--- src/rtl/prover_round_ctrl.sv ---
// prover_round_ctrl: drives one sumcheck proof through the prover, streaming each
// round's coefficients out and feeding the returned challenge back in.
`ifndef F_NBITS
`define F_NBITS 64
`endif

module prover_round_ctrl #(
    parameter int NGATES  = 8,
    parameter int NINPUTS = 8,
    parameter int NINBITS = $clog2(NINPUTS),
    parameter int NROUNDS = 2*NINBITS + $clog2(NGATES)
) (
    input  logic                            clk,
    input  logic                            rstb,
    input  logic                            start,
    output logic                            en,
    output logic                            restart,
    output logic                            comp_w0,
    output logic [`F_NBITS-1:0]             tau,
    input  logic                            ready_pulse,
    input  logic [1:0]                      ready_code,
    input  logic [(NINBITS+1)*`F_NBITS-1:0] buf_data,
    input  logic                            w0_ready_pulse,
    output logic                            coef_valid,
    input  logic                            coef_ready,
    output logic [`F_NBITS-1:0]             coef_data,
    output logic                            coef_last,
    input  logic                            tau_valid,
    output logic                            tau_ready,
    input  logic [`F_NBITS-1:0]             tau_in,
    output logic                            busy,
    output logic                            done,
    output logic [$clog2(NROUNDS+1)-1:0]    rounds,
    output logic [31:0]                     cycles,
    output logic                            err
);
    localparam int FW   = `F_NBITS;
    localparam int IDXW = $clog2(NINBITS + 1);
    localparam int RW   = $clog2(NROUNDS + 1);
    localparam logic [IDXW-1:0] LAST_IDX   = IDXW'(NINBITS);
    localparam logic [RW-1:0]   ROUNDS_MAX = RW'(NROUNDS);

    typedef enum logic [2:0] {
        S_IDLE, S_KICK, S_WAIT_ROUND, S_DRAIN, S_GET_TAU, S_ISSUE, S_WAIT_W0, S_DONE
    } state_t;

    state_t                 state;
    logic [NINBITS*FW-1:0]  buf_q;
    logic [IDXW-1:0]        idx;
    logic                   use_w0;
    logic [RW-1:0]          rounds_inc;
    logic                   final_code;
    logic                   at_max;

    always_comb begin
        rounds_inc = rounds + RW'(1);
        final_code = (ready_code >= 2'b10);
        at_max     = (rounds_inc == ROUNDS_MAX);
    end

    always_ff @(posedge clk or negedge rstb) begin
        if (!rstb) begin
            state      <= S_IDLE;
            en         <= 1'b0;
            restart    <= 1'b0;
            comp_w0    <= 1'b0;
            tau        <= '0;
            coef_valid <= 1'b0;
            coef_data  <= '0;
            coef_last  <= 1'b0;
            tau_ready  <= 1'b0;
            busy       <= 1'b0;
            done       <= 1'b0;
            rounds     <= '0;
            cycles     <= '0;
            err        <= 1'b0;
            buf_q      <= '0;
            idx        <= '0;
            use_w0     <= 1'b0;
        end else begin
            if (busy && cycles != '1)
                cycles <= cycles + 32'd1;
            if (ready_pulse && state != S_WAIT_ROUND)
                err <= 1'b1;
            if (w0_ready_pulse && state != S_WAIT_W0)
                err <= 1'b1;

            case (state)
                S_IDLE: if (start) begin
                    en      <= 1'b1;
                    restart <= 1'b1;
                    busy    <= 1'b1;
                    rounds  <= '0;
                    cycles  <= '0;
                    err     <= 1'b0;
                    state   <= S_KICK;
                end
                S_KICK: begin
                    en      <= 1'b0;
                    restart <= 1'b0;
                    state   <= S_WAIT_ROUND;
                end
                S_WAIT_ROUND: if (ready_pulse) begin
                    // entry 0 goes straight out; the rest are shifted down one per beat
                    coef_data  <= buf_data[FW-1:0];
                    buf_q      <= buf_data[(NINBITS+1)*FW-1:FW];
                    coef_valid <= 1'b1;
                    coef_last  <= 1'b0;
                    idx        <= '0;
                    rounds     <= rounds_inc;
                    use_w0     <= final_code || at_max;
                    if (final_code != at_max)
                        err <= 1'b1;
                    state      <= S_DRAIN;
                end
                S_DRAIN: if (coef_ready) begin
                    if (coef_last) begin
                        coef_valid <= 1'b0;
                        coef_last  <= 1'b0;
                        tau_ready  <= 1'b1;
                        state      <= S_GET_TAU;
                    end else begin
                        coef_data <= buf_q[FW-1:0];
                        buf_q     <= buf_q >> FW;
                        idx       <= idx + IDXW'(1);
                        coef_last <= ((idx + IDXW'(1)) == LAST_IDX);
                    end
                end
                S_GET_TAU: if (tau_valid) begin
                    tau       <= tau_in;
                    tau_ready <= 1'b0;
                    if (use_w0)
                        comp_w0 <= 1'b1;
                    else
                        en <= 1'b1;
                    state     <= S_ISSUE;
                end
                S_ISSUE: begin
                    en      <= 1'b0;
                    comp_w0 <= 1'b0;
                    state   <= use_w0 ? S_WAIT_W0 : S_WAIT_ROUND;
                end
                S_WAIT_W0: if (w0_ready_pulse) begin
                    busy  <= 1'b0;
                    done  <= 1'b1;
                    state <= S_DONE;
                end
                S_DONE: begin
                    done  <= 1'b0;
                    state <= S_IDLE;
                end
                default: state <= S_IDLE;
            endcase
        end
    end

endmodule

--- config.mk ---
export PLATFORM = sky130hd
export DESIGN_NAME = prover_round_ctrl
export DESIGN_NICKNAME = d
export VERILOG_FILES = /design/src/rtl/prover_round_ctrl.sv
export SDC_FILE = /design/constraint.sdc
export NUM_CORES = 1
export LEC_CHECK = 0
export BUFFER_PORTS_ARGS = -buffer_cell sky130_fd_sc_hd__buf_2
export CAP_MARGIN = 10
export CORE_AREA = 2 2 196 198
export DETAILED_ROUTE_END_ITERATION = 12
export DIE_AREA = 0 0 198 200
export GPL_TIMING_DRIVEN = 0
export PLACE_DENSITY = 0.7
export SYNTH_ARGS = -nofsm -noshare
export SYNTH_HDL_FRONTEND = slang
export SYNTH_SLANG_ARGS = --single-unit
--- constraint.sdc ---
create_clock -name clk -period 2.2 [get_ports clk]
set_input_delay 0.44 -clock clk [delete_from_list [all_inputs] [get_ports clk]]
set_output_delay 0.44 -clock clk [all_outputs]
set_load 0.005 [all_outputs]
# [Yosys cells after proc, flatten, opt, wreduce, memory -nomap -nowiden]
# Cells that the tools add are included.
[word_totals] inputBits=329 reg_bits=371 elab_cells=126
[op_classes] addsub=3 mux=56 n_eq_ne=22 reduce_logical=27 n_lt_le_gt_ge=1
[ops] op="$mux 192" n=3
[ops] op="$pmux 192 s2" n=1
[ops] op="$mux 64" n=3
[ops] op="$pmux 64 s2" n=1
[ops] op="$mux 32" n=3
[ops] op="$add 32x1->32 const B" n=1
[ops] op="$ne 32x32->1 const B" n=1
[ops] op="$pmux 3 s8" n=1
[ops] op="$mux 1" n=21
[ops] op="$mux 3" n=7
[ops] op="$ne 2x2->1 const B" n=9
[ops] op="$pmux 1 s2" n=8
[ops] op="$reduce_and 4->1" n=4
[ops] op="$reduce_bool 2->1" n=7
[ops] op="$eq 3x3->1 const B" n=4
[ops] op="$reduce_and 3->1" n=4
[ops] op="$mux 4" n=2
[ops] op="$pmux 4 s2" n=1
[ops] op="$reduce_and 2->1" n=4
[ops] op="$eq 3x2->1 const B" n=2
[ops] op="$mux 2" n=3
[ops] op="$reduce_and 6->1" n=1
[ops] op="$add 4x1->4 const B" n=1
[ops] op="$eq 4x4->1 const B" n=1
[ops] op="14 further kinds" n=16

# [Depth between registers and ports, before layout]
# Gate-level depths: netlist of run 1.
[depth] word_depth=7 ltp_mapped=9

# [Worst setup path after synthesis of run 1]
# No wires, ideal clock.
[synth_path] kind="register -> register" start="register cycles[0]" end="register cycles[22]" stages_incl_launch_ff=7 period_less_slack_ps=1947 path_buffers=0 setup_time_ps=78 arrival_time_ps=1869 path_slack_ps=253 required_time_ps=2122 cell_sequence="dfrtp_1 ha_1 and4_1 nand3_1 or4_1 or3_1 a21oi_1"
[synth_via] elab_chain_cells=5 word_cells_on_any_way=6
[synth_rtl] item="start: declaration" line="34" text="output logic [31:0] cycles,"
[synth_rtl] item="start signal: assignment" line="82" text="cycles <= cycles + 32'd1;"
[synth_rtl] item="parallel branches: the longest is 2 deep, another holds $add 32x1->32"
[synth_rtl] item="$mux 32 *" line="81" text="if (busy && cycles != '1)"
[synth_rtl] item="$mux 32" line="89" text="S_IDLE: if (start) begin"
[synth_rtl] item="$mux 32 *" line="88" text="case (state)"
# Every way passes the cells marked *.
# A chain may end at the register's enable or synchronous reset.

# [Worst setup path after layout of run 1]
[layout_path] start="register cycles[0]" end="register cycles[29]"
# The elaborated chain is that of the path after synthesis.

==> reports/summary.txt, run 1 <==
Die height = 200 µm
Layout cell share with drive strength beyond 1 = 0.307
Post-Layout Cell Count = 2878
Total number of vias = 14841
Final max-slew violation count = 0
Crit Path Category = reg -> reg
Clock insertion delay at the later pin of the skew report = 0.55 ns
Max incr delay on CP = 0.76 ns
Post-Synth Simple-Gate Area = 0.228
Total GRT Usage = 0.266
Top FF cell, synth = dfrtp_1
DP HPWL = 41000 µm
H-tree depth = 2
Synth unique cells = 45
Synth warn = 0
Async SR Flop Fraction = 1.00
Slew headroom = 0.475
Maximum VDD drop = 761 µV
First DRT Iteration DRCs = 906
RR Endpoint = cycles[29]
Worst Setup End Kind = flip-flop
Chip width = 198 µm
Worst hold-check path type = in -> reg
Via/cell ratio = 5.16
Grt peak-use layer = met2
Synth Instances = 1768
Drt first pass iters = 7
R2R cell count = 6
Worst-Margin Slew = 0.786 ns
DRC violations left = 0
Storage element area = 9280 µm²
Pin count of the biggest net entering global routing = 125
Placed Instances = 2783
Largest family of logic cells by synthesized area = simple AND/OR/NAND/NOR gates
Util after Layout = 0.560
Clock Root Buffer = clkbuf_16
Reg2Reg Setup Slack = 0.05 ns
Die footprint = 39600 µm²
Post-synth EDFFs = 0
Antenna viol nets, final = 0
Number of CTS-inserted buffers = 42
Area Growth Syn to Fin = 29.5%
Final Hold Viols = 0
Fmax = 466 MHz
TritonCTS clock tree = built
M1 GR Usage = 0.351
Post-Synth Adder-Cell Area = 0.00387
Hold endpoint = buf_q[130]
# IOs = 502
Seq/Total Area, Yosys = 0.574
Total gr overflow = 0
Arr. time, crit path = 2.59 ns
Number of global-route vias before repair = 14681
DR WL/cell = 18.7 µm
Synth Area in XOR/XNOR = 0.00867
Hold_sp = buf_data[194]
Complex-gate fraction of the synthesized area = 0.102
Worst EP required = 2.64 ns
Final setup viols = 0
Worst r2r src = cycles[0]
Clock Tree Buf Depth = 3
Pleak = 0.0105 µW
Antenna violations before repair = 23
CP max-delay cell = a2111oi_2
CP startpoint kind = flip-flop
IO buf count = 500
Final period util = 0.975
Met3 Use GR = 0.0455
Core footprint = 37400 µm²
Worst hold path stage count = 3
Skew final = 0.0144 ns
Placement Rows = 71
Syn_nets = 2102
CTS Sinks = 371
Final Worst Setup Slack = 0.0542 ns
Final Critical Period = 2.15 ns
Global-route wire length before repair = 81100 µm
Crit path max fanout = 6
Cell area after synthesis = 16200 µm²
Total wire length = 53800 µm
FF+latch count, synth = 371
Worst-path clk slew = 0.06 ns
RSZ-0062 raised after global routing = true
Critical path cell sequence = ha_2 > nand4_1 > nor4_2 > a2111oi_2 > a21oi_1 > o21a_1
Post-Synthesis Mean Instance Area = 9.14 µm²
Multi-input gate area = 6330 µm²
Place WS = -1.02 ns
Routability congestion estimate = 0.883
Final #Nets = 2651
Mux cell area share after synthesis = 0.0478
Initial core utilization = 0.432
Outcome = complete, no violations
Power Density = 1520 nW/µm²
Fill cells = 3455
GRT met2 Usage = 0.431
Max cap viols = 0
-- flip-flops by register name (all words and copies together) (netlist names) --
| signal | flops |
|---|---|
| restart | 1 |
| rounds | 4 |
| state | 3 |
| tau_ready | 1 |
| coef_data | 64 |
| comp_w0 | 1 |
| en | 1 |
| buf_q | 192 |
| tau | 64 |
| coef_last | 1 |
| idx | 2 |
| done | 1 |
| cycles | 32 |
| err | 1 |
| use_w0 | 1 |
| busy | 1 |
| coef_valid | 1 |
-- kinds of logic (layout without fill, tap and decap cells) --
logic type / after synthesis / count (layout)
AND/OR/NAND/NOR: 904 / 904
multiplexers: 69 / 69
buffers and inverters: 138 / 718
other: 0 / 19
XOR/XNOR: 16 / 16
flip-flops: 371 / 371
adder cells (fa/ha/maj): 5 / 5
AO/OA/AOI/OAI: 265 / 265
-- timing repair --
item | in CTS | in global routing
hold buffers | 1 | 0
buffers inserted | 1 | 2
hold endpoints to repair | 71 | 0
gates resized for setup | 27 | 27
setup endpoints to repair | 267 | 315
pin swaps | 1 | 1
-- cells in the mapped netlist (7+ instances only) --
cell type	number	area, µm²
nor2_1	222	833
mux2_2	65	732
a31oi_1	195	1220
nand3_1	78	390
o31ai_1	8	60.1
dfrtp_1	371	9280
buf_2	47	235
nand4_1	11	68.8
o21ai_0	17	85.1
a21oi_1	29	145
inv_1	13	48.8
clkbuf_1	75	282
nand2_1	543	2040
and3_1	7	43.8
xnor2_1	15	131
-- where the power goes --
group,internal [µW],switching [µW]
combinational,4770,8290
clock,4240,2770
sequential,9790,1870
-- how the worst max path moves through the flow --
stage                   start          to  cells after the start
finish              cycles[0]  cycles[29]                      6
global route        cycles[0]  cycles[29]                      6
CTS                 cycles[0]  cycles[21]                      7
detailed placement   state[1]  buf_q[124]                      8
global placement         rstb   buf_q[72]                      1
floorplan           cycles[0]  cycles[22]                      6
-- metrics by stage --
| stage | cell area [µm²] | TNS [ns] | hold slack, ns | power (µW) |
|---|---|---|---|---|
| after global placement | 19300 | -2645.81 | 0.451 | 24200 |
| final | 20900 | 0 | 0.105 | 31700 |
| after detailed placement | 19400 | -182.92 | 0.457 | 24700 |
| after floorplan | 16200 | 0 | 0.144 | 19400 |
| after global routing | 20900 | -0.257 | 0.0936 | 34200 |
| after CTS | 20900 | 0 | 0.0670 | 31900 |
-- worst max-delay path, delay by kind of cell (launching register included) --
family                     cells  cell delay (ns)
and+or+nand+nor                2             0.25
DFF                            1             0.42
adders and majority gates      1             0.23
AOI/OAI and AO/OA              3             1.12
-- cell usage in the layout, fill, tap and decap left out, types with 6 or more instances in the layout --
cell type / count
clkbuf_2: 24
o31ai_1: 8
nand4_1: 11
xnor2_1: 15
buf_2: 545
clkbuf_16: 45
and3_1: 7
nor3_1: 6
nand2_1: 543
dfrtp_1: 371
a31oi_1: 195
clkbuf_8: 8
mux2_2: 65
a211oi_1: 6
inv_1: 13
or4_1: 6
nor2_1: 220
o21ai_0: 17
diode_2: 19
clkbuf_1: 59
a21oi_1: 29
or3_1: 6
nand3_1: 77
-- final cells by class --
type | count | area share
diodes | 19 | 0.00227
plain buffers | 122 | 0.0271
clock buffers | 68 | 0.0617
clock inverters | 7 | 0.00406
inverters | 13 | 0.00233
multi-input cells | 1259 | 0.302
flip-flops and latches | 371 | 0.443
well taps | 511 | 0.0305
repair buffers | 508 | 0.126
-- routing by layer --
| metal | part of all wire | vias up |
|---|---|---|
| met5 | 0.0012 | - |
| met2 | 0.48 | 528 |
| li1 | - | 7106 |
| met3 | 0.061 | 112 |
| met1 | 0.43 | 7087 |
| met4 | 0.034 | 8 |
Note: power is estimated with default switching activity, not from simulation.
==> run 2, diff against run 1 <==
Settings changed: GPL_TIMING_DRIVEN 0 to 1.
==> reports/summary.txt, run 2 (synthesis results as in run 1) <==
Outcome = complete, no violations
Maximum VDD drop = 948 µV (+25%)
Final Worst Setup Slack = 0.116 ns (+0.0614 ns)
Total GRT Usage = 0.228 (-0.0380)
First DRT Iteration DRCs = 769 (-15%)
Number of CTS-inserted buffers = 40 (-4.8%)
Most frequent cells in the layout = nand2_1 (543), buf_2 (499), dfrtp_1 (371)
Cell Area, Placed = 19500 µm² (+0.41%)
Area Growth Syn to Fin = 28.6%
TritonCTS clock tree = built
Fmax = 480 MHz (+2.9%)
Layout cell share with drive strength beyond 1 = 0.308 (+0.000569)
Final max-slew violation count = 0 (unchanged)
Worst Setup End Kind = flip-flop
Antenna violations before repair = 17 (-26%)
Worst-Margin Slew = 0.501 ns (-0.285 ns)
CP startpoint kind = flip-flop
H-tree depth = 2 (unchanged)
Slew headroom = 0.664 (+0.189)
Worst hold-check path type = in -> reg
Placement Rows = 71 (unchanged)
Final Critical Period = 2.08 ns (-0.0614 ns)
IO buf count = 500 (unchanged)
DR WL/cell = 16.7 µm (-11%)
Power Density = 1460 nW/µm² (-3.6%)
Hold endpoint = buf_q[152]
Most common cell after layout, fill and taps aside = nand2_1
WHS = 0.114 ns (+0.00971 ns)
Final setup viols = 0 (unchanged)
R2R cell count = 5 (-1)
Post-CTS Setup Repair Bufs = 0 (-1)
RR Endpoint = cycles[21]
TNS Setup = 0 ns (unchanged)
Worst r2r src = cycles[2]
Final #Nets = 2580 (-2.7%)
Clock insertion delay at the later pin of the skew report = 0.54 ns (about the same)
Hold_sp = buf_data[216]
Via/cell ratio = 5.13 (-0.45%)
Number of global-route vias before repair = 13817 (-5.9%)
Place WS = 0.113 ns (+1.14 ns)
Skew final = 0.0141 ns (-0.000374 ns)
Total number of vias = 14368 (-3.2%)
Total wire length = 46800 µm (-13%)
Antenna viol nets, final = 0 (unchanged)
Pin count of the biggest net entering global routing = 93 (-26%)
Worst EP required = 2.66 ns (+0.02 ns)
Clock Tree Buf Depth = 3 (unchanged)
Largest Register = buf_q
Drt first pass iters = 6 (-1)
Pleak = 0.0103 µW (-1.3%)
Worst-path clk slew = 0.06 ns (about the same)
Reg2Reg Setup Slack = 0.12 ns (+0.06 ns)
Routability congestion estimate = 0.862 (-2.4%)
Crit path max fanout = 8 (+2)
CP max-delay cell = or3_1
Arr. time, crit path = 2.55 ns (-0.04 ns)
Pwr Total = 30400 µW (-4.3%)
RSZ-0062 raised after global routing = false
Total gr overflow = 0 (unchanged)
Max cap viols = 0 (unchanged)
Critical path cell sequence = and3_2 > nand2_1 > or3_1 > or4_1 > a21oi_1
Chip width = 198 µm (unchanged)
Final Hold Viols = 0 (unchanged)
Core footprint = 37400 µm² (unchanged)
Max FFs per register = 192 (unchanged)
Worst hold path stage count = 3 (unchanged)
Post-Layout Inst Area = 20800 µm² (-0.75%)
Final period util = 0.947 (-0.0279)
DRC violations left = 0 (unchanged)
Largest regs = buf_q (192), coef_data (64), tau (64)
Max incr delay on CP = 0.51 ns (-0.25 ns)
# IOs = 502 (unchanged)
Crit Path Category = reg -> reg
Global-route wire length before repair = 71800 µm (-12%)
Clock Root Buffer = clkbuf_16
Die footprint = 39600 µm² (unchanged)
CTS Sinks = 371 (unchanged)
Die height = 200 µm (unchanged)
DP HPWL = 33800 µm (-17%)
Initial core utilization = 0.432 (unchanged)
[run 2: cell count changes in the layout (fill, tap and decap cells not counted), moves of 3 or more]
cell	change
clkbuf_4	-4
buf_16	-3
buf_2	-46
clkinv_2	+3
clkbuf_16	-4
clkbuf_2	-24
buf_12	+17
clkbuf_1	-53
buf_4	+38
[run 2: routing by layer]
metal  vias to the layer above  GRT usage  share of wire
met4                         2      0.117          0.038
li1                       6943          -              -
met1                      6859      0.296           0.42
met3                       105     0.0457          0.058
met5                         -          0        0.00028
met2                       459      0.366           0.48
[run 2: layout make-up]
| cell class | count | area [µm²] |
|---|---|---|
| antenna | 19 | 47.5 |
| clock buffer | 55 | 1160 |
| clock inverter | 10 | 56.3 |
| multi-input combinational | 1259 | 6360 |
| timing repair buffer | 561 | 3190 |
| inverter | 13 | 48.8 |
| fill | 3435 | 16600 |
| sequential | 371 | 9280 |
| tap | 511 | 639 |
[run 2: worst max path at each step]
stage	startpoint	end	slack (ns)	cells past startpoint
final	cycles[2]	cycles[21]	0.12	5
after global placement	cycles[0]	cycles[29]	0.16	6
after detailed placement	cycles[0]	cycles[29]	0.11	6
after global routing	cycles[0]	cycles[17]	0.02	6
after CTS	cycles[0]	cycles[29]	0.1	6
after floorplan	cycles[0]	cycles[22]	0.25	6
[run 2: metrics by stage]
step,util,std cells
floorplan,-,1768
CTS,0.554,2780
detailed placement,0.521,2714
global placement,0.521,2714
finish,0.556,2799
global route,0.555,2795
[run 2: worst max-delay path: cells and delay by family (launching register included)]
kind | cells | cell delay [ns]
AOI/OAI and AO/OA | 1 | 0.16
DFF | 1 | 0.45
and+or+nand+nor | 4 | 1.41
[run 2: what timing repair did]
item	CTS	global route
setup endpoints to repair	0	8
endpoints found under the hold margin	42	0
gates resized for setup	0	2
hold buffers	1	0
[run 2: where the power goes]
part           total [µW]  internal, µW  switching (µW)
logic               12500          4950            7540
registers           11600          9790            1760
clock network        6320          3660            2660
==> run 3, diff against run 2 <==
Settings changed: ABC_AREA from default to 1, CORE_AREA 2 2 196 198 to default, CORE_MARGIN from default to 1.5, CORE_UTILIZATION from default to 45, DIE_AREA 0 0 198 200 to default, PLACE_DENSITY 0.7 to 0.72.
==> reports/summary.txt, run 3 <==
Outcome = complete, no violations
Final setup viols = 0 (unchanged)
Synth top cells by count = nand2_1 (563), dfrtp_1 (371), inv_1 (242)
Final Critical Period = 2.00 ns (-0.0804 ns)
DR WL/cell = 15.6 µm (-6.8%)
DP HPWL = 34300 µm (+1.6%)
Fill cells = 3427 (-0.23%)
Largest regs = buf_q (192), coef_data (64), tau (64)
Largest Register = buf_q
Worst Setup End Kind = flip-flop
Initial core utilization = 0.455 (+0.0231)
Core footprint = 38600 µm² (+3.3%)
Worst-Margin Slew = 0.596 ns (+0.0948 ns)
Crit Path Category = reg -> reg
Total number of vias = 15468 (+7.7%)
Via/cell ratio = 5.02 (-2.3%)
Post-synth top area share = 0.528 (-0.0467)
Slew headroom = 0.603 (-0.0614)
Crit path from = state[2]
Drt first pass iters = 6 (unchanged)
DRC violations left = 0 (unchanged)
FF+latch count, synth = 371 (unchanged)
Final Hold Viols = 0 (unchanged)
Final max-slew violation count = 0 (unchanged)
Layout cell share with drive strength beyond 1 = 0.286 (-0.0222)
Cell area after synthesis = 17600 µm² (+8.9%)
Global-route wire length before repair = 78100 µm (+8.8%)
Post-CTS Setup Repair Bufs = 0 (unchanged)
Syn_nets = 2375 (+13%)
Seq/Total Area, Yosys = 0.528 (-0.0467)
Synth Instances = 2041 (+15%)
Die footprint = 40300 µm² (+1.8%)
Power Density = 1540 nW/µm² (+5.3%)
Placement Rows = 72 (+1.4%)
Max cap viols = 0 (unchanged)
Worst-path clk slew = 0.06 ns (about the same)
Worst EP required = 2.64 ns (-0.02 ns)
Maximum VDD drop = 890 µV (-6.1%)
Hold_sp = tau_in[4]
CTS Sinks = 371 (unchanged)
Area Growth Syn to Fin = 26.3%
Chip width = 201 µm (+1.4%)
Final period util = 0.911 (-0.0365)
Total gr overflow = 0 (unchanged)
Fmax = 499 MHz (+4.0%)
Number of CTS-inserted buffers = 42 (+5.0%)
Clock Root Buffer = clkbuf_16
CP startpoint kind = flip-flop
Antenna viol nets, final = 0 (unchanged)
TNS Setup = 0 ns (unchanged)
Post-synth EDFFs = 0 (unchanged)
Crit path max fanout = 81 (+73)
Total wire length = 48000 µm (+2.6%)
Worst r2r src = state[2]
Synth top area cells = dfrtp_1 (53%), nand2_1 (12%), o211ai_2 (5.5%)
Most numerous cell in the Yosys netlist = nand2_1
Die height = 201 µm (+0.37%)
Most frequent cells in the layout = nand2_1 (563), buf_2 (499), dfrtp_1 (371)
Async SR Flop Fraction = 1.00 (unchanged)
Max FFs per register = 192 (unchanged)
Pleak = 0.0110 µW (+7.0%)
H-tree depth = 2 (unchanged)
Most common cell after layout, fill and taps aside = nand2_1
Post-Layout Inst Area = 22200 µm² (+7.0%)
Synth unique cells = 33 (-27%)
Antenna violations before repair = 36 (+19)
Clock insertion delay at the later pin of the skew report = 0.56 ns (+0.02 ns)
IO buf count = 500 (unchanged)
First DRT Iteration DRCs = 1098 (+43%)
Pin count of the biggest net entering global routing = 82 (-12%)
Synth area leader = dfrtp_1
Arr. time, crit path = 2.45 ns (-0.10 ns)
Number of global-route vias before repair = 15042 (+8.9%)
Skew final = 0.0239 ns (+0.00982 ns)
Clock Tree Buf Depth = 3 (unchanged)
Multi-input gate area = 6710 µm² (+5.5%)
Routability congestion estimate = 0.898 (+4.2%)
Cell Area, Placed = 20700 µm² (+6.3%)
TritonCTS clock tree = built
Final #Nets = 2840 (+10%)
Storage element area = 9280 µm² (unchanged)
Worst hold-check path type = in -> reg
Top FF cell, synth = dfrtp_1
Post-Synthesis Mean Instance Area = 8.62 µm² (-5.7%)
# IOs = 502 (unchanged)
Synth warn = 0 (unchanged)
Total GRT Usage = 0.240 (+0.0118)
RSZ-0062 raised after global routing = false
## run 3: final timing paths
check | cells after the start | slack (ns) | endpoint
worst max-delay path | 9 | 0.20 | coef_data[40]
worst min-delay path | 3 | 0.1 | tau[4]
worst max register to register | 9 | 0.20 | coef_data[40]
worst min register to register | 2 | 0.46 | tau[50]
max in group asynchronous | 3 | 1.06 | cycles[12]
min in group asynchronous | 2 | 0.42 | buf_q[95]
## run 3: final cells by class
cell class	instances	area share
clock inverter	21	0.0126
antenna	30	0.00338
tap	518	0.0292
clock buffer	53	0.0514
sequential	371	0.418
multi-input combinational	1296	0.302
timing repair buffer	550	0.142
inverter	245	0.0415
## run 3: kinds of logic after synthesis
kind of cell	Yosys count	share of synthesized area
and+or+nand+nor	785	0.178
AOI/OAI and AO/OA	503	0.197
buffers and inverters	374	0.0926
DFF	371	0.528
adders and majority gates	5	0.00356
xor gates and xnor gates	3	0.00149
## run 3: repair_timing
action,CTS,global route
hold buffers,1,0
endpoints found under the hold margin,42,0
setup endpoints to repair,0,37
gates resized for setup,0,5
## run 3: stage by stage
| stage | total power (µW) | instances | util | hold WS (ns) | setup WS [ns] |
|---|---|---|---|---|---|
| 3_5_place_dp | 27100 | 2979 | 0.536 | 0.425 | 0.124 |
| 5_1_grt | 37100 | 3079 | 0.575 | 0.0807 | 0.0454 |
| 2_1_floorplan | 22700 | 2041 | - | 0.144 | 0.405 |
| 3_3_place_gp | 26500 | 2979 | 0.536 | 0.429 | 0.175 |
| 6_report | 34200 | 3084 | 0.575 | 0.0967 | 0.196 |
| 4_1_cts | 34600 | 3054 | 0.573 | 0.0598 | 0.108 |
## run 3: critical path, stage by stage (launching register included)
cell and delay [ns]:
dfrtp_1 0.43, inv_2 0.08, nand2_2 0.09, nor2_4 0.17, buf_12 0.29, buf_12 0.37
nand2_1 0.13, o21ai_0 0.09, nand2_1 0.07, o21a_1 0.11
## run 3: per-layer routing
layer  global-route usage  wire (µm)  part of all wire  vias up
met5                    0         68            0.0014        -
met4                0.123       1840             0.038       14
met3               0.0558       3220             0.067      117
met2                0.378      22500              0.47      492
met1                0.310      20300              0.42     7243
li1                     -          -                 -     7602
## run 3: power breakdown
| part | leakage [µW] | total (µW) | switching (µW) | internal (µW) |
|---|---|---|---|---|
| clock network | 0.000689 | 7180 | 2880 | 4300 |
| logic | 0.00578 | 15800 | 9590 | 6190 |
| registers | 0.00458 | 11200 | 1190 | 10000 |
